## src/rtl/spi_slave.sv

```systemverilog
// SPI responder: oversamples nCS/DCLK/MOSI, honours CPOL/CPHA, exchanges 8-bit MSB-first frames.
// Define SPI_SLAVE_FRAME_ERR_EN to add frame_err, a pulse for frames cut short by nCS.
module spi_slave #(
  parameter int unsigned SYNC_STAGES = 2
) (
  input  logic       sys_clk,
  input  logic       rst,
  input  logic       nCS,
  input  logic       DCLK,
  input  logic       MOSI,
  output logic       MISO,
  output logic       miso_oe,
  input  logic       CPOL,
  input  logic       CPHA,
  input  logic [7:0] tx_data,
  input  logic       tx_load,
  output logic       tx_ready,
  output logic [7:0] rx_data,
  output logic       rx_valid,
  output logic       busy
`ifdef SPI_SLAVE_FRAME_ERR_EN
  ,
  output logic       frame_err
`endif
);
  localparam int unsigned BYTE_W = 8;
  localparam int unsigned CNT_W  = 3;

  typedef enum logic {IDLE = 1'b0, ACTIVE = 1'b1} state_t;

  state_t                 state;
  logic [SYNC_STAGES-1:0] ncs_sync;
  logic [SYNC_STAGES-1:0] dclk_sync;
  logic [SYNC_STAGES-1:0] mosi_sync;
  logic                   ncs_prev;
  logic                   dclk_prev;
  logic [CNT_W-1:0]       bit_cnt;
  logic [BYTE_W-2:0]      rx_shift;
  logic [BYTE_W-1:0]      tx_shift;
  logic [BYTE_W-1:0]      tx_buf;

  logic ncs_s, dclk_s, mosi_s;
  logic ncs_fall, ncs_rise, dclk_rise, dclk_fall;
  logic lead_edge, trail_edge, sample_edge, shift_edge, load_now;

  assign ncs_s  = ncs_sync[SYNC_STAGES-1];
  assign dclk_s = dclk_sync[SYNC_STAGES-1];
  assign mosi_s = mosi_sync[SYNC_STAGES-1];
  assign MISO   = tx_shift[BYTE_W-1];
  assign busy   = (state == ACTIVE);

  // Edge classification against the previous synced values
  always_comb begin
    ncs_fall    = ~ncs_s & ncs_prev;
    ncs_rise    = ncs_s & ~ncs_prev;
    dclk_rise   = dclk_s & ~dclk_prev;
    dclk_fall   = ~dclk_s & dclk_prev;
    lead_edge   = CPOL ? dclk_fall : dclk_rise;
    trail_edge  = CPOL ? dclk_rise : dclk_fall;
    sample_edge = CPHA ? trail_edge : lead_edge;
    shift_edge  = CPHA ? lead_edge : trail_edge;
    // CPHA=0 must present bit 7 before the first edge, so it loads on nCS falling
    load_now    = ((state == IDLE) && ncs_fall && !CPHA) ||
                  ((state == ACTIVE) && !ncs_rise && shift_edge && (bit_cnt == '0));
  end

  always_ff @(posedge sys_clk or negedge rst) begin
    if (!rst) begin
      ncs_sync  <= '1;
      dclk_sync <= '0;
      mosi_sync <= '0;
      ncs_prev  <= 1'b1;
      dclk_prev <= 1'b0;
      miso_oe   <= 1'b0;
      state     <= IDLE;
      bit_cnt   <= '0;
      rx_shift  <= '0;
      tx_shift  <= '0;
      tx_buf    <= '0;
      tx_ready  <= 1'b1;
      rx_data   <= '0;
      rx_valid  <= 1'b0;
`ifdef SPI_SLAVE_FRAME_ERR_EN
      frame_err <= 1'b0;
`endif
    end else begin
      ncs_sync  <= {ncs_sync[SYNC_STAGES-2:0], nCS};
      dclk_sync <= {dclk_sync[SYNC_STAGES-2:0], DCLK};
      mosi_sync <= {mosi_sync[SYNC_STAGES-2:0], MOSI};
      ncs_prev  <= ncs_s;
      dclk_prev <= dclk_s;
      // Tracks the synced nCS of the same cycle, one stage early
      miso_oe   <= ~ncs_sync[SYNC_STAGES-2];
      rx_valid  <= 1'b0;
`ifdef SPI_SLAVE_FRAME_ERR_EN
      frame_err <= 1'b0;
`endif

      // Transmit buffer: a load point drains it, otherwise tx_load fills it when empty
      if (load_now) begin
        if (!tx_ready) begin
          tx_shift <= tx_buf;
          tx_ready <= 1'b1;
        end else if (tx_load) begin
          tx_shift <= tx_data;
        end else begin
          tx_shift <= '0;
        end
      end else if (tx_load && tx_ready) begin
        tx_buf   <= tx_data;
        tx_ready <= 1'b0;
      end

      case (state)
        IDLE: begin
          if (ncs_fall) begin
            state   <= ACTIVE;
            bit_cnt <= '0;
          end
        end
        ACTIVE: begin
          if (ncs_rise) begin
            state   <= IDLE;
            bit_cnt <= '0;
`ifdef SPI_SLAVE_FRAME_ERR_EN
            frame_err <= (bit_cnt != '0);
`endif
          end else begin
            if (sample_edge) begin
              rx_shift <= {rx_shift[BYTE_W-3:0], mosi_s};
              bit_cnt  <= bit_cnt + CNT_W'(1);
              if (bit_cnt == CNT_W'(7)) begin
                rx_data  <= {rx_shift, mosi_s};
                rx_valid <= 1'b1;
              end
            end
            if (shift_edge && (bit_cnt != '0)) begin
              tx_shift <= {tx_shift[BYTE_W-2:0], 1'b0};
            end
          end
        end
      endcase
    end
  end

endmodule

```

## config.mk

```make
export PLATFORM = sky130hd
export DESIGN_NAME = spi_slave
export DESIGN_NICKNAME = d
export VERILOG_FILES = /design/src/rtl/spi_slave.sv
export SDC_FILE = /design/constraint.sdc
export NUM_CORES = 1
export LEC_CHECK = 0
export BUFFER_PORTS_ARGS = -buffer_cell sky130_fd_sc_hd__buf_4
export CORE_MARGIN = 8
export CORE_UTILIZATION = 48
export CTS_CLUSTER_DIAMETER = 100
export DETAILED_ROUTE_END_ITERATION = 7
export PLACE_DENSITY = 0.77
export SLEW_MARGIN = 20
export SYNTH_ARGS = -nofsm -noshare
export SYNTH_HDL_FRONTEND = slang
export SYNTH_SLANG_ARGS = --single-unit
```

## constraint.sdc

```tcl
create_clock -name sys_clk -period 2.5 [get_ports sys_clk]
set_clock_uncertainty 0.05 [all_clocks]
set_input_delay 0.5 -clock sys_clk [delete_from_list [all_inputs] [get_ports sys_clk]]
set_output_delay 0.5 -clock sys_clk [all_outputs]
set_load 0.02 [all_outputs]
```

==> qor.yml, run 1 <==
status: "finished clean"
cp_data_arrival_time_ns: 2.23
drtPass1Iterations: 4
cts-hold-fix-buffers: 0
cts_inserted_buffers: 5
core_area_um2: 4030
grt-ovfl-total: 0
cp.depth: 4
cap_viol_max_count: 0
pwr_density_cell_nw_per_um2: 957
crit_type: "reg -> reg"
grt_max_degree: 47
finalSetupViolations: 0
drv_slew: 0
h-tree-depth: 2
r2r_cells: 4
clock_path_buffers: 2
cts_resized: 0
rr_startpoint: "ncs_prev"
dr.first_iter.drc_count: 53
fp.dieH_um: 81.0
row_count: 23
die_w_um: 81.0
antenna-diode-count: 0
drc: 0
cp_top_family: "simple AND/OR/NAND/NOR gates"
areaGrowthSynthToFinish_pct: 20.0
worstPathRequired_ns: 2.63
critPathCaptureType: "flip-flop"
critPathSlowestCell: "nor3b_2"
worst-path-buf-inv: 0
finalHoldViolations: 0
multi_input_area_um2: 831
synth-seq-cells: 46
worstHoldPathType: "in -> async"
dieArea_um2: 6570
ys_seq_area_share_pct: 57.0
peakVddDrop_v: 0.000482
insertion_delay_ns: 0.30
fin_crit_sh_pct: 84.2
relSlewSlack_pct: 53.9
period_minus_slack_ns: 2.10
initial_core_util_pct: 50.4
yosysUniqueCellTypes: 29
dp_hpwl_um: 2780
path_clk_slew_ns: 0.09
grtUsageTotal_pct: 12.4
cts_sinks: 46
via_per_inst: 5.40
holdWs_ns: 0.130
leakage_uw: 0.00113
regArea_um2: 1160
postRouteAntennaNets: 0
gp_congestion: 0.799
fillCellCount: 333
cp_cell_sequence: "nand2b_1 > nand2_1 > nor3b_2 > mux2_2"
synth_area_um2: 2030
final_area_um2: 2440
num-nets-final: 197
max_clock_freq_mhz: 475
slowest_delay_ns: 0.63
io_buffers: 28
drive_gt1_share_pct: 38.5
routed_wl_um: 3740
critPathMaxFanout: 9
wire_per_inst_um: 16.3
rsz0062_at_grt: "false"
layout_common_cells: "dfrtp_1, buf_4, mux2i_1"
dpl_cell_area_um2: 2290
synth.avg_cell_area_um2: 14.0
ios: 29
synth_fp_nets: 164
vias: 1236
synthCells: 145
worst_pin_slew_ns: 0.689
crit_start: "ncs_prev"
postCtsSetupBuffers: 0
antenna_found_initial: 0
cp-start-kind: "flip-flop"
tritoncts: "built"
grt_pass1_wl_um: 6410
root_buffer: "clkbuf_8"
grt_pass1_vias: 1399
yosysWarnings: 0
fin_tns_setup_ns: 0
layout_commonest_cell: "dfrtp_1"
## stage by stage
stage / cells / util (%) / total power, uW / setup slack (ns)
after global routing: 229 / 60.5 / 2470 / 0.257
after CTS: 229 / 60.5 / 2370 / 0.369
after global placement: 221 / 56.9 / 1640 / 0.278
after floorplan: 145 / - / 1490 / 0.617
after detailed placement: 221 / 56.9 / 1690 / 0.187
final: 229 / 60.5 / 2330 / 0.396
## routing by layer
metal,GRT usage (%),vias up,part of all wire (%)
met5,0,-,0
met4,5.00,0,2.3
met3,5.19,9,6.2
met2,20.0,37,50
met1,14.4,604,42
li1,-,586,-
## final cells by class
class | instances | share of cell area, %
sequential | 46 | 47.5
multi-input combinational | 90 | 34.1
clock inverter | 2 | 2.47
timing repair buffer | 30 | 9.24
tap | 50 | 2.57
clock buffer | 6 | 3.39
inverter | 5 | 0.770
## synthesized netlist by cell type (all sizes together)
cell / n / area (um^2)
o21bai: 1 / 7.51
buf: 1 / 11.3
inv: 5 / 18.8
nor3b: 1 / 12.5
dfrtp: 42 / 1050
dfstp: 4 / 105
nand3: 2 / 10.0
ha: 3 / 37.5
mux2i: 23 / 238
nand2: 3 / 11.3
o2bb2ai: 1 / 8.76
a211oi: 3 / 22.5
nor2b: 3 / 18.8
xnor2: 1 / 16.3
o211ai: 1 / 21.3
nor2: 4 / 20.0
and2: 1 / 6.26
o21ai: 5 / 25.0
clkbuf: 3 / 12.5
or3: 1 / 6.26
a21oi: 3 / 15.0
nand2b: 2 / 12.5
a22o: 7 / 61.3
mux2: 24 / 270
nor3: 1 / 10.0
## path summary, 6_finish.rpt
kind / to / slack [ns]
min in group sys_clk: dclk_sync[0] / 0.26
worst min-delay path: tx_buf[0] / 0.13
worst max register to register: rx_data[7] / 0.40
max in group asynchronous: ncs_prev / 1.88
worst max-delay path: rx_data[7] / 0.40
worst min register to register: dclk_sync[1] / 0.31
## cell families after synthesis
family	Yosys count	share of synthesized area, %
AND/OR/NAND/NOR	18	5.30
adder cells (fa/ha/maj)	3	1.85
flip-flops	46	57.0
AO/OA/AOI/OAI	21	7.95
XOR/XNOR	1	0.802
multiplexers	47	25.0
buffers and inverters	9	2.10
## state kept, by name (all words and copies together), names as in the netlist
signal	flops
bit_cnt	3
busy	1
dclk_prev	1
dclk_sync	2
miso_oe	1
mosi_sync	2
ncs_prev	1
ncs_sync	2
rx_data	8
rx_shift	7
rx_valid	1
tx_buf	8
tx_ready	1
tx_shift	8
## power breakdown
part / total, uW / internal [uW] / switching, uW
logic: 582 / 315 / 267
registers: 1080 / 955 / 130
clock network: 666 / 426 / 240
total: 2330 / 1700 / 637
(Power assumes the default switching activity.)
==> run 2, diff against run 1 <==
Settings changed: ABC_AREA set to 1.
Clock period 2.5 ns to 2.2 ns, I/O delays scaled along.
==> run 2 against run 1 <==
  * Wire length increased by 3.2%
  * Critical endpoint is now tx_shift[1]
  * Critical path depth increased by 5
  * Clock-buffer cell count unchanged
  * Via count increased by 25%
  * Die area increased by 2.3%
==> qor.yml, run 2 <==
cp_cell_sequence: "inv_1 > ha_1 > nand2_1 > nor2_4 > nand3_4 > nand2_8 > nand2_1 > nand3_1 > nand2_1"
postCtsSetupBuffers: 0  # unchanged
yosysUniqueCellTypes: 25  # -14%
fp.dieH_um: 82.0  # +1.2%
worst_pin_slew_ns: 0.553  # -0.136 ns
grtUsageTotal_pct: 13.4  # +0.93 points
grt_max_degree: 47  # unchanged
core_area_um2: 4260  # +5.8%
fin_crit_sh_pct: 71.9  # -12 points
fillCellCount: 405  # +22%
rsz0062_at_grt: "false"
cts_resized: 0  # unchanged
p_clk_share_pct: 21.2  # -7.4 points
tritoncts: "built"
synth_top_area_cell: "dfrtp_1"
areaGrowthSynthToFinish_pct: 16.6
yosysWarnings: 0  # unchanged
row_count: 24  # +4.3%
pwr_density_cell_nw_per_um2: 935  # -2.3%
clock_path_buffers: 2  # unchanged
routed_wl_um: 3860  # +3.2%
antenna_found_initial: 0  # unchanged
max_clock_freq_mhz: 633  # +33%
peakVddDrop_v: 0.000610  # +27%
wire_per_inst_um: 12.1  # -26%
crit_start: "bit_cnt[0]"
period_minus_slack_ns: 1.58  # -0.523 ns
synthCells: 231  # +59%
largestRegisters: "rx_data (8), tx_buf (8), tx_shift (8)"
yosys-top-cells-area: "dfrtp_1, nand2_1, dfstp_2, nand3_1, inv_1"
critPathSlowestCell: "dfrtp_1"
synth-seq-cells: 46  # unchanged
cts_sinks: 46  # unchanged
via_per_inst: 4.86  # -9.9%
synth_area_um2: 2090  # +2.9%
dieArea_um2: 6720  # +2.3%
cp.depth: 9  # +5
finalHoldViolations: 0  # unchanged
h-tree-depth: 2  # unchanged
drive_gt1_share_pct: 22.6  # -16 points
finalSetupViolations: 0  # unchanged
status: "finished clean"
synth_top_area_share_pct: 50.3  # -1.5 points
yosysMostFrequentCell: "nand2_1"
cts-hold-fix-buffers: 0  # unchanged
insertion_delay_ns: 0.30  # about the same
power_frac_seq_pct: 52.5  # +6.0 points
num-nets-final: 284  # +44%
grt_pass1_vias: 1580  # +13%
power_switching_uw: 731  # +15%
cp-start-kind: "flip-flop"
io_buffers: 28  # unchanged
dp_hpwl_um: 2810  # +1.2%
holdWs_ns: 0.0786  # -0.0516 ns
grt_pass1_wl_um: 6950  # +8.4%
cap_viol_max_count: 0  # unchanged
ios: 29  # unchanged
root_buffer: "clkbuf_8"
reg2reg_slack_ns: 0.62  # +0.22 ns
dr.first_iter.drc_count: 94  # +77%
cp_common_cell: "nand2_1"
worstPathRequired_ns: 2.34  # -0.29 ns
synth_edf_count: 0  # unchanged
p_int_uw: 1550  # -8.8%
grt-ovfl-total: 0  # unchanged
critPathMaxFanout: 9  # unchanged
drtPass1Iterations: 4  # unchanged
synth_fp_nets: 250  # +52%
postRouteAntennaNets: 0  # unchanged
fin_tns_setup_ns: 0  # unchanged
initial_core_util_pct: 49.0  # -1.4 points
cp-endpoint: "tx_shift[1]"
antenna-diode-count: 0  # unchanged
synth.avg_cell_area_um2: 9.04  # -35%
p_comb_share_pct: 26.3  # +1.4 points
relSlewSlack_pct: 63.1  # +9.2 points
synthArstFlopShare_pct: 100  # unchanged
synthTopCellsByCount: "nand2_1, dfrtp_1, inv_1, nand3_1, a22o_1"
worst-path-buf-inv: 1  # +1
r2r_cells: 9  # +5
cp_top_family: "simple AND/OR/NAND/NOR gates"
synth-main-ff-cell: "dfrtp_1"
ys_seq_area_share_pct: 55.4  # -1.6 points
crit_type: "reg -> reg"
gp_congestion: 0.767  # -4.0%
die_w_um: 82.0  # +1.2%
slowest_delay_ns: 0.42  # -0.21 ns
power.share.switching_pct: 32.1  # +4.8 points
r2r-end: "tx_shift[1]"
layout_commonest_cell: "nand2_1"
layout_common_cells: "nand2_1, dfrtp_1, buf_4"
drc: 0  # unchanged
vias: 1546  # +25%
drv_slew: 0  # unchanged
path_clk_slew_ns: 0.08  # about the same
worstHoldPathType: "in -> async"
cp_data_arrival_time_ns: 1.72  # -0.51 ns
cts_inserted_buffers: 5  # unchanged
rr_startpoint: "bit_cnt[0]"
critPathCaptureType: "flip-flop"
leakage_uw: 0.00135  # +19%
-- run 2: power by group through the flow --
stage | Clock [uW] | Sequential (uW) | Combinational (uW)
3_3_place_gp | 0 | 1200 | 588
2_1_floorplan | 0 | 1200 | 442
5_1_grt | 536 | 1230 | 698
6_report | 483 | 1200 | 598
3_5_place_dp | 0 | 1210 | 606
4_1_cts | 505 | 1190 | 607
-- run 2: how the worst min path moves through the flow --
stage	slack (ns)	startpoint	depth (start not counted)	endpoint
6_report	0.08	rst	1	rx_data[0]
5_1_grt	0.13	rst	1	rx_data[2]
4_1_cts	0.10	rst	1	rx_data[2]
3_5_place_dp	0.29	mosi_sync[0]	0	mosi_sync[1]
3_3_place_gp	0.28	mosi_sync[0]	0	mosi_sync[1]
2_1_floorplan	0.09	rst	0	bit_cnt[0]
-- run 2: stage by stage --
stage	total power, uW	instance area (um^2)	setup WS, ns	util (%)	std cells
floorplan	1640	2090	0.798	-	231
global placement	1790	2350	0.560	55.2	310
detailed placement	1810	2350	0.473	55.2	310
CTS	2310	2430	0.596	57.1	318
global route	2460	2430	0.425	57.1	318
finish	2280	2430	0.619	57.1	318
-- run 2: area by class of cell --
cell class                      count  area [um^2]  area share, %
Tap cell                           52         65.1           2.67
Clock buffer                        6         72.6           2.98
Clock inverter                      2         10.0          0.411
Multi-Input combinational cell    151          790           32.4
Sequential cell                    46         1160           47.5
Timing Repair Buffer               28          210           8.63
Inverter                           33          131           5.40
-- run 2: cell families (layout without fill, tap and decap cells) --
kind of cell,count (synthesis),count (layout),synth area share [%]
and+or+nand+nor,134,134,31.0
DFF,46,46,55.4
buffers and inverters,34,69,6.83
AOI/OAI and AO/OA,14,14,4.97
adders and majority gates,3,3,1.80
-- run 2: per-layer routing --
layer | wire [um] | part of all wire, % | up-vias | global-route usage, %
met5 | 0 | 0 | - | 0
met4 | 73 | 1.9 | 0 | 5.79
met3 | 171 | 4.4 | 6 | 4.27
met2 | 1790 | 46 | 25 | 21.0
met1 | 1830 | 47 | 728 | 16.5
li1 | - | - | 787 | -
